`config.mk`:
```
export PLATFORM = sky130hd
export DESIGN_NAME = shift_ctrl
export DESIGN_NICKNAME = d
export VERILOG_FILES = /design/src/rtl/shift_ctrl_pkg.sv /design/src/rtl/shift_ctrl_debounce.sv /design/src/rtl/shift_ctrl.sv
export SDC_FILE = /design/constraint.sdc
export NUM_CORES = 1
export LEC_CHECK = 0
export CORE_MARGIN = 2
export CORE_UTILIZATION = 32
export DETAILED_ROUTE_END_ITERATION = 7
export PLACE_DENSITY = 0.47
export SLEW_MARGIN = 15
export SYNTH_ARGS = -nofsm -noshare
export SYNTH_HDL_FRONTEND = slang
export SYNTH_HIERARCHICAL = 1
export SYNTH_SLANG_ARGS = --single-unit
```
`constraint.sdc`:
```
create_clock -name clk -period 2.5 [get_ports clk]
set_input_delay 0.25 -clock clk [delete_from_list [all_inputs] [get_ports clk]]
set_output_delay 0.25 -clock clk [all_outputs]
set_load 0.01 [all_outputs]
```
`src/rtl/shift_ctrl_pkg.sv`:
```
// Shared types and widths for the LED shift-register control stage.
// Latency: n/a (declarations only).
// Backpressure: n/a.
package shift_ctrl_pkg;

    // FSM encoding; values are fixed so they match waveform decoders.
    typedef enum logic [1:0] {
        IDLE = 2'd0,
        LOAD = 2'd1,
        RUN  = 2'd2
    } state_t;

    localparam int CNT_W = 5;   // width of shift_cnt
    localparam int PRE_W = 24;  // width of the tick prescaler

endpackage

```
`src/rtl/shift_ctrl_debounce.sv`:
```
// Button conditioner: 2-flop synchronizer, optional stability filter, rising-edge pulse.
// Latency: 2 + DB_CYCLES + 1 cycles with SHIFT_CTRL_DEBOUNCE_EN, otherwise 3 cycles.
// Backpressure: none; press is a single-cycle pulse per accepted rising edge.
module debounce #(
    parameter int DB_CYCLES = 1_000_000
) (
    input  logic clk,
    input  logic rst,
    input  logic btn,
    output logic press
);

    logic sync0;
    logic sync1;
    logic level;
    logic level_q;

    // Bring the raw button into the clk domain.
    always_ff @(posedge clk or posedge rst) begin
        if (rst) begin
            sync0 <= 1'b0;
            sync1 <= 1'b0;
        end else begin
            sync0 <= btn;
            sync1 <= sync0;
        end
    end

`ifdef SHIFT_CTRL_DEBOUNCE_EN
    localparam int DB_W = $clog2(DB_CYCLES + 1);
    localparam logic [DB_W-1:0] DB_LAST = DB_W'(DB_CYCLES - 1);

    logic [DB_W-1:0] stab_cnt;

    // Accept a new level only after it has differed from the current one for DB_CYCLES cycles.
    always_ff @(posedge clk or posedge rst) begin
        if (rst) begin
            stab_cnt <= '0;
            level    <= 1'b0;
        end else if (sync1 == level) begin
            stab_cnt <= '0;
        end else if (stab_cnt == DB_LAST) begin
            stab_cnt <= '0;
            level    <= sync1;
        end else begin
            stab_cnt <= stab_cnt + 1'b1;
        end
    end
`else
    // Fast-simulation build: the synchronized level is used directly.
    assign level = sync1;
`endif

    // Registered rising-edge detect on the accepted level.
    always_ff @(posedge clk or posedge rst) begin
        if (rst) begin
            level_q <= 1'b0;
            press   <= 1'b0;
        end else begin
            level_q <= level;
            press   <= level & ~level_q;
        end
    end

endmodule

```
`src/rtl/shift_ctrl.sv`:
```
// Load/run sequencer for the 16-bit LED register: buttons -> SP select and counted tick enables.
// Latency: press to state change 1 cycle; first tick DIV_MAX+1 cycles after entering LOAD/RUN.
// Backpressure: none; stop aborts at any time. Debounce filter built when SHIFT_CTRL_DEBOUNCE_EN is defined.
module shift_ctrl
    import shift_ctrl_pkg::*;
#(
    parameter int DIV_MAX     = 12_499_999,
    parameter int DB_CYCLES   = 1_000_000,
    parameter int SHIFT_LIMIT = 16
) (
    input  logic             clk,
    input  logic             rst,
    input  logic             btn_load,
    input  logic             btn_run,
    input  logic             btn_stop,
    output logic             SP,
    output logic             tick,
    output logic             busy,
    output logic [CNT_W-1:0] shift_cnt
);

    localparam logic [PRE_W-1:0] DIV_LAST = PRE_W'(DIV_MAX);
    localparam logic [CNT_W-1:0] LIMIT    = CNT_W'(SHIFT_LIMIT);

    logic press_load;
    logic press_run;
    logic press_stop;

    state_t           state;
    state_t           state_nxt;
    logic [PRE_W-1:0] pre_cnt;
    logic [PRE_W-1:0] pre_nxt;
    logic [CNT_W-1:0] cnt_nxt;
    logic             wrap;

    debounce #(.DB_CYCLES(DB_CYCLES)) u_db_load (
        .clk   (clk),
        .rst   (rst),
        .btn   (btn_load),
        .press (press_load)
    );

    debounce #(.DB_CYCLES(DB_CYCLES)) u_db_run (
        .clk   (clk),
        .rst   (rst),
        .btn   (btn_run),
        .press (press_run)
    );

    debounce #(.DB_CYCLES(DB_CYCLES)) u_db_stop (
        .clk   (clk),
        .rst   (rst),
        .btn   (btn_stop),
        .press (press_stop)
    );

    assign wrap = (pre_cnt == DIV_LAST);

    // Next state, tick and shift count; stop has priority over everything, including a wrap.
    always_comb begin
        state_nxt = state;
        cnt_nxt   = shift_cnt;
        tick      = 1'b0;
        unique case (state)
            IDLE: begin
                if (!press_stop) begin
                    if (press_load) begin
                        state_nxt = LOAD;
                    end else if (press_run) begin
                        state_nxt = RUN;
                        cnt_nxt   = '0;
                    end
                end
            end
            LOAD: begin
                if (press_stop) begin
                    state_nxt = IDLE;
                end else if (wrap) begin
                    tick      = 1'b1;
                    state_nxt = IDLE;
                end
            end
            RUN: begin
                if (press_stop) begin
                    state_nxt = IDLE;
                end else if (wrap) begin
                    tick    = 1'b1;
                    cnt_nxt = shift_cnt + 1'b1;
                    // Limit 0 means free-running; the 5-bit count simply rolls over.
                    if ((SHIFT_LIMIT != 0) && (cnt_nxt == LIMIT)) begin
                        state_nxt = IDLE;
                    end
                end
            end
            default: state_nxt = IDLE;
        endcase
    end

    // Prescaler restarts on every state change so each LOAD/RUN gets a full first period.
    always_comb begin
        pre_nxt = '0;
        if ((state_nxt == state) && (state != IDLE)) begin
            pre_nxt = wrap ? '0 : pre_cnt + 1'b1;
        end
    end

    // State, prescaler, count and the registered SP/busy outputs.
    always_ff @(posedge clk or posedge rst) begin
        if (rst) begin
            state     <= IDLE;
            pre_cnt   <= '0;
            shift_cnt <= '0;
            SP        <= 1'b0;
            busy      <= 1'b0;
        end else begin
            state     <= state_nxt;
            pre_cnt   <= pre_nxt;
            shift_cnt <= cnt_nxt;
            SP        <= (state_nxt == LOAD);
            busy      <= (state_nxt != IDLE);
        end
    end

endmodule

```
==> impl_metrics.prom, run 1 <==
# TYPE chip_impl_metric gauge
chip_impl_info{name="run_status",value="completed"} 1
chip_impl_metric{name="postSynth.asyncResetShare",unit=""} 1.000
chip_impl_info{name="crit_chain",value="ha_4 > and4_4 > and3b_1 > and2_4 > buf_4 > or3_4 > nor3_1"} 1
chip_impl_metric{name="worst_setup_hold_path_clk_slew",unit="ns"} 0.10
chip_impl_metric{name="final_design_area_no_fill",unit="mm^2"} 0.002739
chip_impl_metric{name="critical_path_peak_fanout",unit=""} 22
chip_impl_metric{name="r2r.worst_path.cells",unit=""} 7
chip_impl_metric{name="gr-usage-all-layers",unit=""} 0.1256
chip_impl_metric{name="wire_per_inst",unit="um"} 13.75
chip_impl_metric{name="number_of_register_bits_inferred_by_synthesis",unit=""} 45
chip_impl_metric{name="synth-edff-count",unit=""} 0
chip_impl_metric{name="pre_cts_slack",unit="ns"} 0.2083
chip_impl_metric{name="avgSynthCellArea",unit="um^2"} 10.54
chip_impl_info{name="critPathLaunchType",value="register"} 1
chip_impl_info{name="timing.critical_path.max_delay_family",value="simple AND/OR/NAND/NOR gates"} 1
chip_impl_metric{name="design.final.nets",unit=""} 255
chip_impl_info{name="rsz0062_at_grt",value="no"} 1
chip_impl_metric{name="routed-wl-met3",unit="um"} 125
chip_impl_metric{name="met2RoutedLength",unit="um"} 2158
chip_impl_metric{name="pwr-share-comb",unit=""} 0.309
chip_impl_info{name="post-synth-top-area-cell",value="sky130_fd_sc_hd__dfrtp_1"} 1
chip_impl_metric{name="vdd.ir_drop.worst",unit="mV"} 0.2729
chip_impl_metric{name="fp.dieH",unit="um"} 90.26
chip_impl_metric{name="worst_skew_pair.late_latency",unit="ns"} 0.31
chip_impl_metric{name="setup_violations",unit=""} 0
chip_impl_metric{name="report.final.slew_viol_count",unit=""} 0
chip_impl_metric{name="die_width",unit="um"} 90.26
chip_impl_info{name="worst_path_max_delay_cell",value="sky130_fd_sc_hd__or3_4"} 1
chip_impl_metric{name="post_dp_cell_area",unit="mm^2"} 0.002601
chip_impl_metric{name="yosys.area.top_type_share",unit=""} 0.4729
chip_impl_metric{name="largest_reg_flops",unit=""} 24
chip_impl_metric{name="via_total_after_detailed_routing",unit=""} 1738
chip_impl_metric{name="drt-vias-per-instance",unit=""} 5.052
chip_impl_metric{name="synth_fp_nets",unit=""} 237
chip_impl_info{name="post_synth_main_area_contributors",value="sky130_fd_sc_hd__dfrtp_1 47%, sky130_fd_sc_hd__xnor2_1 5.1%, sky130_fd_sc_hd__nor3_2 3.8%"} 1
chip_impl_metric{name="netSwitchingPower",unit="mW"} 0.7215
chip_impl_metric{name="clkSinkCount",unit=""} 45
chip_impl_metric{name="cellPowerDensity",unit="mW/mm^2"} 698.6
chip_impl_metric{name="final_layout_size_suffix_gt1_frac",unit=""} 0.1469
chip_impl_metric{name="detail_route.first_pass.iterations",unit=""} 4
chip_impl_metric{name="initial_core_util",unit=""} 0.3300
chip_impl_info{name="clock_tree.root_cell",value="sky130_fd_sc_hd__clkbuf_8"} 1
chip_impl_metric{name="drt_drc",unit=""} 0
chip_impl_metric{name="drt_iter0_markers",unit=""} 72
chip_impl_metric{name="worst-endpoint-required",unit="ns"} 2.72
chip_impl_info{name="largest-register",value="pre_cnt"} 1
chip_impl_metric{name="final_critical_path_setup_slack",unit="ns"} 0.2789
chip_impl_metric{name="crit_buf_inv",unit=""} 1
chip_impl_metric{name="r2r_setup_slack",unit="ns"} 0.28
chip_impl_metric{name="fin_worst_skew",unit="ns"} 0.007091
chip_impl_metric{name="area_delta_synth_final",unit="%"} 15.03
chip_impl_metric{name="insertedDiodeCount",unit=""} 0
chip_impl_metric{name="syn-instance-count",unit=""} 226
chip_impl_metric{name="cts_hold_buffers",unit=""} 0
chip_impl_info{name="top_regs",value="pre_cnt: 24 flops, shift_cnt: 5 flops, state: 2 flops"} 1
chip_impl_metric{name="power.leakage",unit="nW"} 1.155
chip_impl_info{name="cts_tree",value="done"} 1
chip_impl_metric{name="sw_frac_of_total",unit=""} 0.3771
chip_impl_metric{name="grt_antenna_before_repair",unit=""} 0
chip_impl_metric{name="drt_wl_total",unit="um"} 4730
chip_impl_metric{name="tritoncts.num_buffers",unit=""} 5
chip_impl_info{name="hold_path.class",value="input pin to async pin"} 1
chip_impl_metric{name="ys_types",unit=""} 50
chip_impl_metric{name="clk_path_buf_depth",unit=""} 2
chip_impl_metric{name="critPathMaxStageDelay",unit="ns"} 0.53
chip_impl_metric{name="drt.antenna.violating_nets",unit=""} 0
chip_impl_metric{name="place_hpwl",unit="um"} 3176
chip_impl_metric{name="io_pins",unit=""} 13
chip_impl_metric{name="max_slew_margin",unit=""} 0.6034
chip_impl_metric{name="critical_path_data_arrival_time",unit="ns"} 2.44
chip_impl_metric{name="finalWorstPathRequiredPeriod",unit="ns"} 2.221
chip_impl_metric{name="overflow",unit=""} 0
chip_impl_metric{name="clock_power_share",unit=""} 0.264
chip_impl_metric{name="post-route-period-util",unit=""} 0.8885
chip_impl_metric{name="die_area",unit="mm^2"} 0.008147
chip_impl_metric{name="ff_latch_area",unit="mm^2"} 0.001126
chip_impl_metric{name="max_cap_violations",unit=""} 0
chip_impl_info{name="timing.setup.critical_path_class",value="register to register"} 1
chip_impl_metric{name="fp.coreArea",unit="mm^2"} 0.007214
chip_impl_info{name="regToRegEndpoint",value="pre_cnt[9]"} 1
chip_impl_metric{name="ys_seq_area_frac",unit=""} 0.4729
chip_impl_metric{name="num_rows",unit=""} 31
chip_impl_info{name="cp-end-kind",value="register"} 1
chip_impl_metric{name="area_of_the_multi_input_gates",unit="mm^2"} 0.001182
chip_impl_info{name="dominant_register_cell_in_the_synthesized_netlist",value="sky130_fd_sc_hd__dfrtp_1"} 1
chip_impl_metric{name="grt_max_degree",unit=""} 34
chip_impl_metric{name="n_fill_cell",unit=""} 726
chip_impl_metric{name="max_freq",unit="GHz"} 0.4502
chip_impl_metric{name="power_frac_seq",unit=""} 0.427
chip_impl_info{name="synth_most_common_cell",value="sky130_fd_sc_hd__dfrtp_1"} 1
chip_impl_info{name="topRoutingLayerUsed",value="met4"} 1
chip_impl_metric{name="internal-power",unit="mW"} 1.192
chip_impl_metric{name="gp_congestion",unit=""} 0.7717
chip_impl_metric{name="grt_first_pass_wirelength",unit="um"} 8328
chip_impl_metric{name="finalHoldViolCount",unit=""} 0
chip_impl_metric{name="worst_slew_pin_tran",unit="ns"} 0.5886
chip_impl_metric{name="yosys_warnings",unit=""} 6
chip_impl_metric{name="htree_num_levels",unit=""} 2
chip_impl_info{name="crit-reg2reg-launch",value="pre_cnt[0]"} 1
chip_impl_info{name="synth.top_cells.by_count",value="45 x sky130_fd_sc_hd__dfrtp_1, 17 x sky130_fd_sc_hd__nor3_1, 14 x sky130_fd_sc_hd__xnor2_1"} 1
chip_impl_metric{name="first_global_vias",unit=""} 1678
chip_impl_metric{name="wirelength_met1",unit="um"} 2395
chip_impl_metric{name="synthesis.area",unit="mm^2"} 0.002381
chip_impl_metric{name="port_buf_inserts",unit=""} 12
chip_impl_metric{name="timing.setup.tns",unit="ns"} 0
-- cell usage in the layout, fill, tap and decap left out, drive strengths merged, types with 2 or more instances in the layout --
cell,Yosys,routed
buf,4,5
nand3b,2,2
or2,2,2
and4,3,3
dfrtp,45,45
nor4,4,4
nand4b,2,2
and3b,2,2
clkbuf,2,5
nor3b,3,3
nand2,12,12
and2,4,4
and3,7,7
a22o,2,2
clkdlybuf4s50,0,11
o211a,3,3
xnor2,14,14
o21ai,5,5
nand2b,4,4
nor2,10,10
nand3,6,6
nor3,26,26
ha,6,6
o22ai,2,2
a21oi,6,6
nor2b,6,6
xor2,7,7
inv,13,16
nand4,12,12
-- metal layers --
metal  vias up  global-route usage
met5         -                   0
met3         5             0.02755
li1        845                   -
met2        18              0.1924
met4         0             0.03590
met1       870              0.1794
-- stage by stage --
stage          hold slack, ns  instances  utilization  power [mW]
2_1_floorplan         0.01608        226            -       1.266
3_3_place_gp           0.3325        333       0.3606       1.406
3_5_place_dp           0.3365        333       0.3606       1.399
4_1_cts                0.1972        343       0.3767       1.929
5_1_grt                0.2082        344       0.3796       2.059
6_report               0.1967        344       0.3796       1.913
-- how the worst max path moves through the flow --
| stage | endpoint | depth (start not counted) | start |
|---|---|---|---|
| after global placement | tick | 6 | pre_cnt[0] |
| after floorplan | pre_cnt[14] | 7 | pre_cnt[0] |
| after global routing | pre_cnt[9] | 7 | pre_cnt[1] |
| after detailed placement | tick | 6 | pre_cnt[0] |
| after CTS | tick | 6 | pre_cnt[1] |
| final | pre_cnt[9] | 7 | pre_cnt[0] |
-- cell families (layout without fill, tap and decap cells) --
| group | Yosys count | after routing | share of synthesized area |
|---|---|---|---|
| multiplexers | 2 | 2 | 0.008933 |
| flip-flops | 45 | 45 | 0.4729 |
| AO/OA/AOI/OAI | 25 | 25 | 0.07305 |
| AND/OR/NAND/NOR | 108 | 108 | 0.2980 |
| adder cells (fa/ha/maj) | 6 | 6 | 0.03153 |
| XOR/XNOR | 21 | 21 | 0.07725 |
| buffers and inverters | 19 | 38 | 0.03836 |
-- power by group through the flow --
stage          logic, mW  clock network [mW]  registers, mW
2_1_floorplan      0.438                   0          0.828
3_3_place_gp       0.579                   0          0.827
6_report           0.592               0.505          0.817
5_1_grt            0.665               0.568          0.826
4_1_cts            0.585               0.533          0.811
3_5_place_dp       0.572                   0          0.827
-- timing repair --
item                                    CTS  global route
buffers inserted                          2             1
endpoints found under the setup margin    1             1
gates resized for setup                   2             3
-- cell type report --
type,count,share of cell area
clock buffers,5,0.02513
repair buffers,17,0.05847
clock inverters,3,0.01051
inverters,13,0.01782
well taps,99,0.04523
flip-flops and latches,45,0.4111
multi-input cells,162,0.4317
Power figures use the tool's default switching activity.
==> run 2, diff against run 1 <==
Settings changed: PLACE_DENSITY 0.47 to default.
==> run 2 against run 1 <==
Worst setup slack gained 0.0012 ns. Global-route usage shrank 0.74 points. Cell area grew 0.91%. Clock skew grew 0.0072 ns. Sequential share of layout area shrank 0.33 points. Combinational power shrank 6.6%. Count of clock-buffer cells in the layout is the same. Wire length shrank 5.7%. Worst hold slack lost 0.0017 ns. Sequential power is essentially flat. Die area is the same. Power grew 5.9%. Critical path type unchanged. Critical endpoint is now pre_cnt[8]. Highest routed layer unchanged.
==> impl_metrics.prom, run 2 (same netlist as run 1, synthesis figures left out) <==
# TYPE chip_impl_metric gauge
chip_impl_metric{name="total_power",unit="mW"} 2.026
chip_impl_metric{name="area_delta_synth_final",unit="%"} 16.08
chip_impl_metric{name="io_pins",unit=""} 13
chip_impl_metric{name="fp.coreArea",unit="mm^2"} 0.007214
chip_impl_metric{name="worst-endpoint-required",unit="ns"} 2.71
chip_impl_info{name="worst_path_max_delay_cell",value="sky130_fd_sc_hd__or3_4"} 1
chip_impl_metric{name="final_core_util",unit=""} 0.3831
chip_impl_metric{name="insertedDiodeCount",unit=""} 0
chip_impl_metric{name="fin_worst_skew",unit="ns"} 0.01429
chip_impl_metric{name="cts_hold_buffers",unit=""} 0
chip_impl_metric{name="port_buf_inserts",unit=""} 12
chip_impl_metric{name="vdd.ir_drop.worst",unit="mV"} 0.3290
chip_impl_metric{name="clk_path_buf_depth",unit=""} 2
chip_impl_metric{name="gp_congestion",unit=""} 0.8000
chip_impl_info{name="mostFrequentLayoutCells",value="44 x sky130_fd_sc_hd__dfrtp_1, 17 x sky130_fd_sc_hd__nor3_1, 14 x sky130_fd_sc_hd__xnor2_1"} 1
chip_impl_metric{name="cellPowerDensity",unit="mW/mm^2"} 733.1
chip_impl_metric{name="power.leakage",unit="nW"} 1.160
chip_impl_info{name="hold_path.class",value="input pin to async pin"} 1
chip_impl_metric{name="report.final.slew_viol_count",unit=""} 0
chip_impl_info{name="clock_tree.root_cell",value="sky130_fd_sc_hd__clkbuf_8"} 1
chip_impl_metric{name="first_global_vias",unit=""} 1617
chip_impl_metric{name="drt_drc",unit=""} 0
chip_impl_info{name="cts_tree",value="done"} 1
chip_impl_info{name="worst_setup_path_startpoint",value="pre_cnt[0]"} 1
chip_impl_metric{name="gr-usage-all-layers",unit=""} 0.1182
chip_impl_metric{name="initial_core_util",unit=""} 0.3300
chip_impl_metric{name="tritoncts.num_buffers",unit=""} 5
chip_impl_info{name="cp-end-kind",value="register"} 1
chip_impl_metric{name="sw_frac_of_total",unit=""} 0.3274
chip_impl_metric{name="crit_buf_inv",unit=""} 1
chip_impl_info{name="crit_chain",value="ha_4 > and4_4 > and3b_2 > and2_4 > buf_4 > or3_4 > nor3_1"} 1
chip_impl_metric{name="worst_slew_pin_tran",unit="ns"} 0.5478
chip_impl_metric{name="drt_iter0_markers",unit=""} 90
chip_impl_metric{name="final_design_area_no_fill",unit="mm^2"} 0.002764
chip_impl_info{name="run_status",value="completed"} 1
chip_impl_metric{name="wire_per_inst",unit="um"} 13.04
chip_impl_metric{name="critical_path_peak_fanout",unit=""} 22
chip_impl_metric{name="clkSinkCount",unit=""} 45
chip_impl_info{name="crit-reg2reg-launch",value="pre_cnt[0]"} 1
chip_impl_metric{name="post-route-period-util",unit=""} 0.8880
chip_impl_metric{name="design.final.nets",unit=""} 253
chip_impl_info{name="timing.setup.critical_path_class",value="register to register"} 1
chip_impl_metric{name="detail_route.first_pass.iterations",unit=""} 4
chip_impl_metric{name="drt_wl_total",unit="um"} 4460
chip_impl_metric{name="place_hpwl",unit="um"} 3058
chip_impl_metric{name="largest_reg_flops",unit=""} 24
chip_impl_metric{name="n_fill_cell",unit=""} 734
chip_impl_metric{name="grt_first_pass_wirelength",unit="um"} 7859
chip_impl_info{name="layout_commonest_cell",value="sky130_fd_sc_hd__dfrtp_1"} 1
chip_impl_metric{name="finalWorstPathRequiredPeriod",unit="ns"} 2.220
chip_impl_metric{name="grt_antenna_before_repair",unit=""} 0
chip_impl_metric{name="num_rows",unit=""} 31
chip_impl_metric{name="max_freq",unit="GHz"} 0.4505
chip_impl_metric{name="worst_setup_hold_path_clk_slew",unit="ns"} 0.08
chip_impl_metric{name="critical_path_data_arrival_time",unit="ns"} 2.43
chip_impl_metric{name="area_of_the_multi_input_gates",unit="mm^2"} 0.001185
chip_impl_metric{name="worst_skew_pair.late_latency",unit="ns"} 0.31
chip_impl_metric{name="netSwitchingPower",unit="mW"} 0.6634
chip_impl_metric{name="internal-power",unit="mW"} 1.363
chip_impl_metric{name="power_frac_seq",unit=""} 0.405
chip_impl_metric{name="overflow",unit=""} 0
chip_impl_metric{name="critPathMaxStageDelay",unit="ns"} 0.52
chip_impl_info{name="critPathLaunchType",value="register"} 1
chip_impl_metric{name="fp.dieH",unit="um"} 90.26
chip_impl_metric{name="max_slew_margin",unit=""} 0.6309
chip_impl_metric{name="grt_max_degree",unit=""} 34
chip_impl_metric{name="max_cap_violations",unit=""} 0
chip_impl_info{name="top_regs",value="pre_cnt: 24 flops, shift_cnt: 5 flops, state: 2 flops"} 1
chip_impl_metric{name="setup_violations",unit=""} 0
chip_impl_metric{name="timing.setup.tns",unit="ns"} 0
chip_impl_metric{name="via_total_after_detailed_routing",unit=""} 1695
chip_impl_metric{name="drt.antenna.violating_nets",unit=""} 0
chip_impl_metric{name="pwr-share-comb",unit=""} 0.273
chip_impl_metric{name="final_layout_size_suffix_gt1_frac",unit=""} 0.1523
chip_impl_metric{name="die_width",unit="um"} 90.26
chip_impl_info{name="rsz0062_at_grt",value="no"} 1
chip_impl_metric{name="clock_power_share",unit=""} 0.322
chip_impl_metric{name="ff_latch_area",unit="mm^2"} 0.001127
chip_impl_metric{name="drt-vias-per-instance",unit=""} 4.956
chip_impl_info{name="timing.critical_path.max_delay_family",value="simple AND/OR/NAND/NOR gates"} 1
chip_impl_metric{name="post_dp_cell_area",unit="mm^2"} 0.002601
chip_impl_metric{name="die_area",unit="mm^2"} 0.008147
chip_impl_metric{name="finalHoldViolCount",unit=""} 0
chip_impl_metric{name="htree_num_levels",unit=""} 2
chip_impl_info{name="largest-register",value="pre_cnt"} 1
==> run 2: changes by cell type in the layout (fill, tap and decap cells not counted), sizes merged <==
| cell | delta |
|---|---|
| bufinv | +2 |
| clkinv | +1 |
| buf | -2 |
| inv | -3 |
==> run 2: final timing paths <==
kind,end,slack (ns),cells past startpoint
setup / recovery,pre_cnt[8],0.28,7
hold / removal,u_db_load/sync0,0.20,2
setup reg to reg,pre_cnt[8],0.28,7
hold reg to reg,u_db_stop/level,0.36,0
max in group asynchronous,pre_cnt[14],1.77,3
min in group clk,u_db_stop/level,0.36,0
==> run 2: layout make-up <==
type	count	area share
multi-input cells	162	0.4287
flip-flops and latches	45	0.4079
repair buffers	15	0.05251
well taps	99	0.04482
clock buffers	5	0.02490
clock inverters	3	0.02354
inverters	13	0.01766
==> run 2: through the flow <==
stage,cells,setup WS [ns],hold WS (ns)
2_1_floorplan,226,0.5337,0.01608
3_3_place_gp,333,0.2727,0.3343
3_5_place_dp,333,0.2168,0.3395
4_1_cts,342,0.01718,0.1925
5_1_grt,342,0.1717,0.2267
6_report,342,0.2800,0.1950
==> run 2: power by group through the flow <==
stage               Sequential, mW  Clock (mW)  Combinational, mW
floorplan                    0.828           0              0.438
global placement             0.827           0              0.560
detailed placement           0.829           0              0.557
CTS                          0.814       0.666              0.560
global route                 0.829       0.694              0.614
finish                       0.820       0.653              0.553
==> run 2: routing by layer <==
metal	share of wire	global-route usage
met1	0.49	0.1619
met2	0.46	0.1836
met3	0.028	0.02588
met4	0.015	0.04487
met5	0	0
==> run 2: timing repair <==
item,CTS,global route
resized for setup,2,5
pin swaps,0,2
buffers inserted,1,0
endpoints found under the setup margin,1,1
==> run 3, diff against run 2 <==
Settings changed: REMOVE_ABC_BUFFERS from default to 1, TNS_END_PERCENT from default to 5.
==> run 3 against run 2 <==
Clock power is 11% lower. Cell area is 0.45% lower. Core utilization is 0.17 points lower. Critical path depth stayed put. Die area stayed put. Power is 3.1% lower. Sequential power hardly changed. Via count is 0.94% lower. Largest power group unchanged. Combinational power is 3% higher.
==> impl_metrics.prom, run 3 (same netlist as run 1, synthesis figures left out) <==
# TYPE chip_impl_metric gauge
chip_impl_info{name="run_status",value="completed"} 1
chip_impl_metric{name="initial_core_util",unit=""} 0.3300
chip_impl_info{name="mostFrequentLayoutCells",value="44 x sky130_fd_sc_hd__dfrtp_1, 17 x sky130_fd_sc_hd__nor3_1, 14 x sky130_fd_sc_hd__xnor2_1"} 1
chip_impl_metric{name="cts_hold_buffers",unit=""} 0
chip_impl_metric{name="place_hpwl",unit="um"} 3010
chip_impl_info{name="cp-end-kind",value="register"} 1
chip_impl_info{name="worst_path_max_delay_cell",value="sky130_fd_sc_hd__or3_4"} 1
chip_impl_metric{name="power_frac_seq",unit=""} 0.417
chip_impl_metric{name="htree_num_levels",unit=""} 2
chip_impl_metric{name="clock_power_share",unit=""} 0.294
chip_impl_metric{name="worst_setup_hold_path_clk_slew",unit="ns"} 0.10
chip_impl_metric{name="gr-usage-all-layers",unit=""} 0.1202
chip_impl_info{name="cts_tree",value="done"} 1
chip_impl_metric{name="max_freq",unit="GHz"} 0.4535
chip_impl_metric{name="critical_path_data_arrival_time",unit="ns"} 2.42
chip_impl_metric{name="num_rows",unit=""} 31
chip_impl_metric{name="n_fill_cell",unit=""} 734
chip_impl_metric{name="fp.dieH",unit="um"} 90.26
chip_impl_metric{name="finalHoldViolCount",unit=""} 0
chip_impl_info{name="crit_chain",value="ha_4 > and4_4 > and3b_1 > and2_4 > buf_4 > or3_4 > nor3_1"} 1
chip_impl_metric{name="fin_worst_skew",unit="ns"} 0.01470
chip_impl_info{name="largest-register",value="pre_cnt"} 1
chip_impl_info{name="critPathLaunchType",value="register"} 1
chip_impl_info{name="top_regs",value="pre_cnt: 24 flops, shift_cnt: 5 flops, state: 2 flops"} 1
chip_impl_metric{name="port_buf_inserts",unit=""} 12
chip_impl_metric{name="setup_violations",unit=""} 0
chip_impl_metric{name="internal-power",unit="mW"} 1.276
chip_impl_metric{name="cellPowerDensity",unit="mW/mm^2"} 713.3
chip_impl_metric{name="report.final.slew_viol_count",unit=""} 0
chip_impl_metric{name="timing.setup.tns",unit="ns"} 0
chip_impl_metric{name="fp.coreArea",unit="mm^2"} 0.007214
chip_impl_metric{name="tritoncts.num_buffers",unit=""} 5
chip_impl_metric{name="pwr-share-comb",unit=""} 0.289
chip_impl_metric{name="final_critical_path_setup_slack",unit="ns"} 0.2951
chip_impl_metric{name="final_layout_size_suffix_gt1_frac",unit=""} 0.1475
chip_impl_info{name="layout_commonest_cell",value="sky130_fd_sc_hd__dfrtp_1"} 1
chip_impl_metric{name="io_pins",unit=""} 13
chip_impl_info{name="hold_path.class",value="input pin to async pin"} 1
chip_impl_metric{name="wire_per_inst",unit="um"} 12.88
chip_impl_metric{name="via_total_after_detailed_routing",unit=""} 1679
chip_impl_metric{name="critPathMaxStageDelay",unit="ns"} 0.53
chip_impl_metric{name="overflow",unit=""} 0
chip_impl_metric{name="max_slew_margin",unit=""} 0.6258
chip_impl_metric{name="max_cap_violations",unit=""} 0
chip_impl_metric{name="critical_path_peak_fanout",unit=""} 22
chip_impl_metric{name="post-route-period-util",unit=""} 0.8820
chip_impl_metric{name="insertedDiodeCount",unit=""} 0
chip_impl_metric{name="finalWorstPathRequiredPeriod",unit="ns"} 2.205
chip_impl_metric{name="power.leakage",unit="nW"} 1.157
chip_impl_metric{name="total_power",unit="mW"} 1.963
chip_impl_metric{name="grt_antenna_before_repair",unit=""} 0
chip_impl_metric{name="worst_skew_pair.late_latency",unit="ns"} 0.31
chip_impl_metric{name="final_core_util",unit=""} 0.3814
chip_impl_metric{name="pre_cts_slack",unit="ns"} 0.1957
chip_impl_metric{name="largest_reg_flops",unit=""} 24
chip_impl_info{name="rsz0062_at_grt",value="no"} 1
chip_impl_metric{name="vdd.ir_drop.worst",unit="mV"} 0.2842
chip_impl_metric{name="worst-endpoint-required",unit="ns"} 2.71
chip_impl_metric{name="first_global_vias",unit=""} 1670
chip_impl_metric{name="drt.antenna.violating_nets",unit=""} 0
chip_impl_metric{name="area_delta_synth_final",unit="%"} 15.55
chip_impl_metric{name="drt_wl_total",unit="um"} 4419
chip_impl_metric{name="clk_path_buf_depth",unit=""} 2
chip_impl_metric{name="worst_slew_pin_tran",unit="ns"} 0.5554
chip_impl_metric{name="netSwitchingPower",unit="mW"} 0.6869
chip_impl_metric{name="grt_first_pass_wirelength",unit="um"} 8066
chip_impl_info{name="clock_tree.root_cell",value="sky130_fd_sc_hd__clkbuf_8"} 1
chip_impl_metric{name="detail_route.first_pass.iterations",unit=""} 4
chip_impl_metric{name="drt-vias-per-instance",unit=""} 4.895
chip_impl_metric{name="gp_congestion",unit=""} 0.8146
chip_impl_metric{name="drt_drc",unit=""} 0
chip_impl_info{name="timing.setup.critical_path_class",value="register to register"} 1
chip_impl_metric{name="grt_max_degree",unit=""} 34
chip_impl_metric{name="die_width",unit="um"} 90.26
chip_impl_metric{name="sw_frac_of_total",unit=""} 0.3500
chip_impl_metric{name="design.final.nets",unit=""} 254
chip_impl_metric{name="drt_iter0_markers",unit=""} 69
chip_impl_metric{name="clkSinkCount",unit=""} 45
chip_impl_metric{name="die_area",unit="mm^2"} 0.008147
[run 3: cell types whose count changed in the layout (fill, tap and decap cells not counted)]
| cell | previous run | this run |
|---|---|---|
| sky130_fd_sc_hd__and3b_1 | 1 | 2 |
| sky130_fd_sc_hd__and3b_2 | 1 | 0 |
| sky130_fd_sc_hd__and4_1 | 1 | 2 |
| sky130_fd_sc_hd__and4_2 | 1 | 0 |
| sky130_fd_sc_hd__buf_4 | 3 | 4 |
| sky130_fd_sc_hd__bufinv_16 | 2 | 1 |
| sky130_fd_sc_hd__clkinv_2 | 1 | 0 |
| sky130_fd_sc_hd__inv_6 | 0 | 2 |
[run 3: area by class of cell]
| class | count | area, um^2 | area share |
|---|---|---|---|
| Clock buffer | 5 | 68.82 | 0.02501 |
| Clock inverter | 3 | 47.55 | 0.01728 |
| Inverter | 13 | 48.80 | 0.01774 |
| Multi-Input combinational cell | 162 | 1182 | 0.4297 |
| Sequential cell | 45 | 1127 | 0.4097 |
| Tap cell | 99 | 123.9 | 0.04502 |
| Timing Repair Buffer | 16 | 152.6 | 0.05548 |
[run 3: routing by layer]
layer	share of wire	global-route usage
met3	0.022	0.02254
met1	0.50	0.1637
met5	0	0
met2	0.46	0.1905
met4	0.016	0.04615
[run 3: through the flow]
stage,std cells,hold slack (ns),area [um^2]
floorplan,220,0.01608,2338
global placement,333,0.3352,2601
detailed placement,333,0.3434,2601
CTS,343,0.2003,2738
global route,343,0.2311,2751
finish,343,0.2004,2751
[run 3: worst paths after layout]
kind	startpoint	end	slack [ns]	cells past startpoint
max	pre_cnt[0]	pre_cnt[11]	0.30	7
min	rst	u_db_load/level	0.20	2
max reg2reg	pre_cnt[0]	pre_cnt[11]	0.30	7
min reg2reg	u_db_run/sync0	u_db_run/level	0.36	0
max in group asynchronous	rst	pre_cnt[14]	1.75	3
min in group clk	u_db_run/sync0	u_db_run/level	0.36	0
[run 3: what timing repair did]
action | 4_1_cts | 5_1_grt
cloned | 0 | 0
setup endpoints to repair | 1 | 1
setup buffers | 2 | 0
resized for setup | 2 | 3
[run 3: worst max-delay path: cells and delay by family, from the launching register on]
kind | cells | cell delay [ns]
buffers and inverters | 1 | 0.17
and+or+nand+nor | 5 | 1.33
DFF | 1 | 0.42
adders and majority gates | 1 | 0.18
[run 3: power groups by stage]
| stage | clock network [mW] | registers, mW | logic (mW) |
|---|---|---|---|
| final | 0.578 | 0.818 | 0.567 |
| after global routing | 0.634 | 0.825 | 0.644 |
| after CTS | 0.601 | 0.813 | 0.572 |
| after detailed placement | 0 | 0.829 | 0.558 |
| after global placement | 0 | 0.826 | 0.560 |
| after floorplan | 0 | 0.828 | 0.380 |
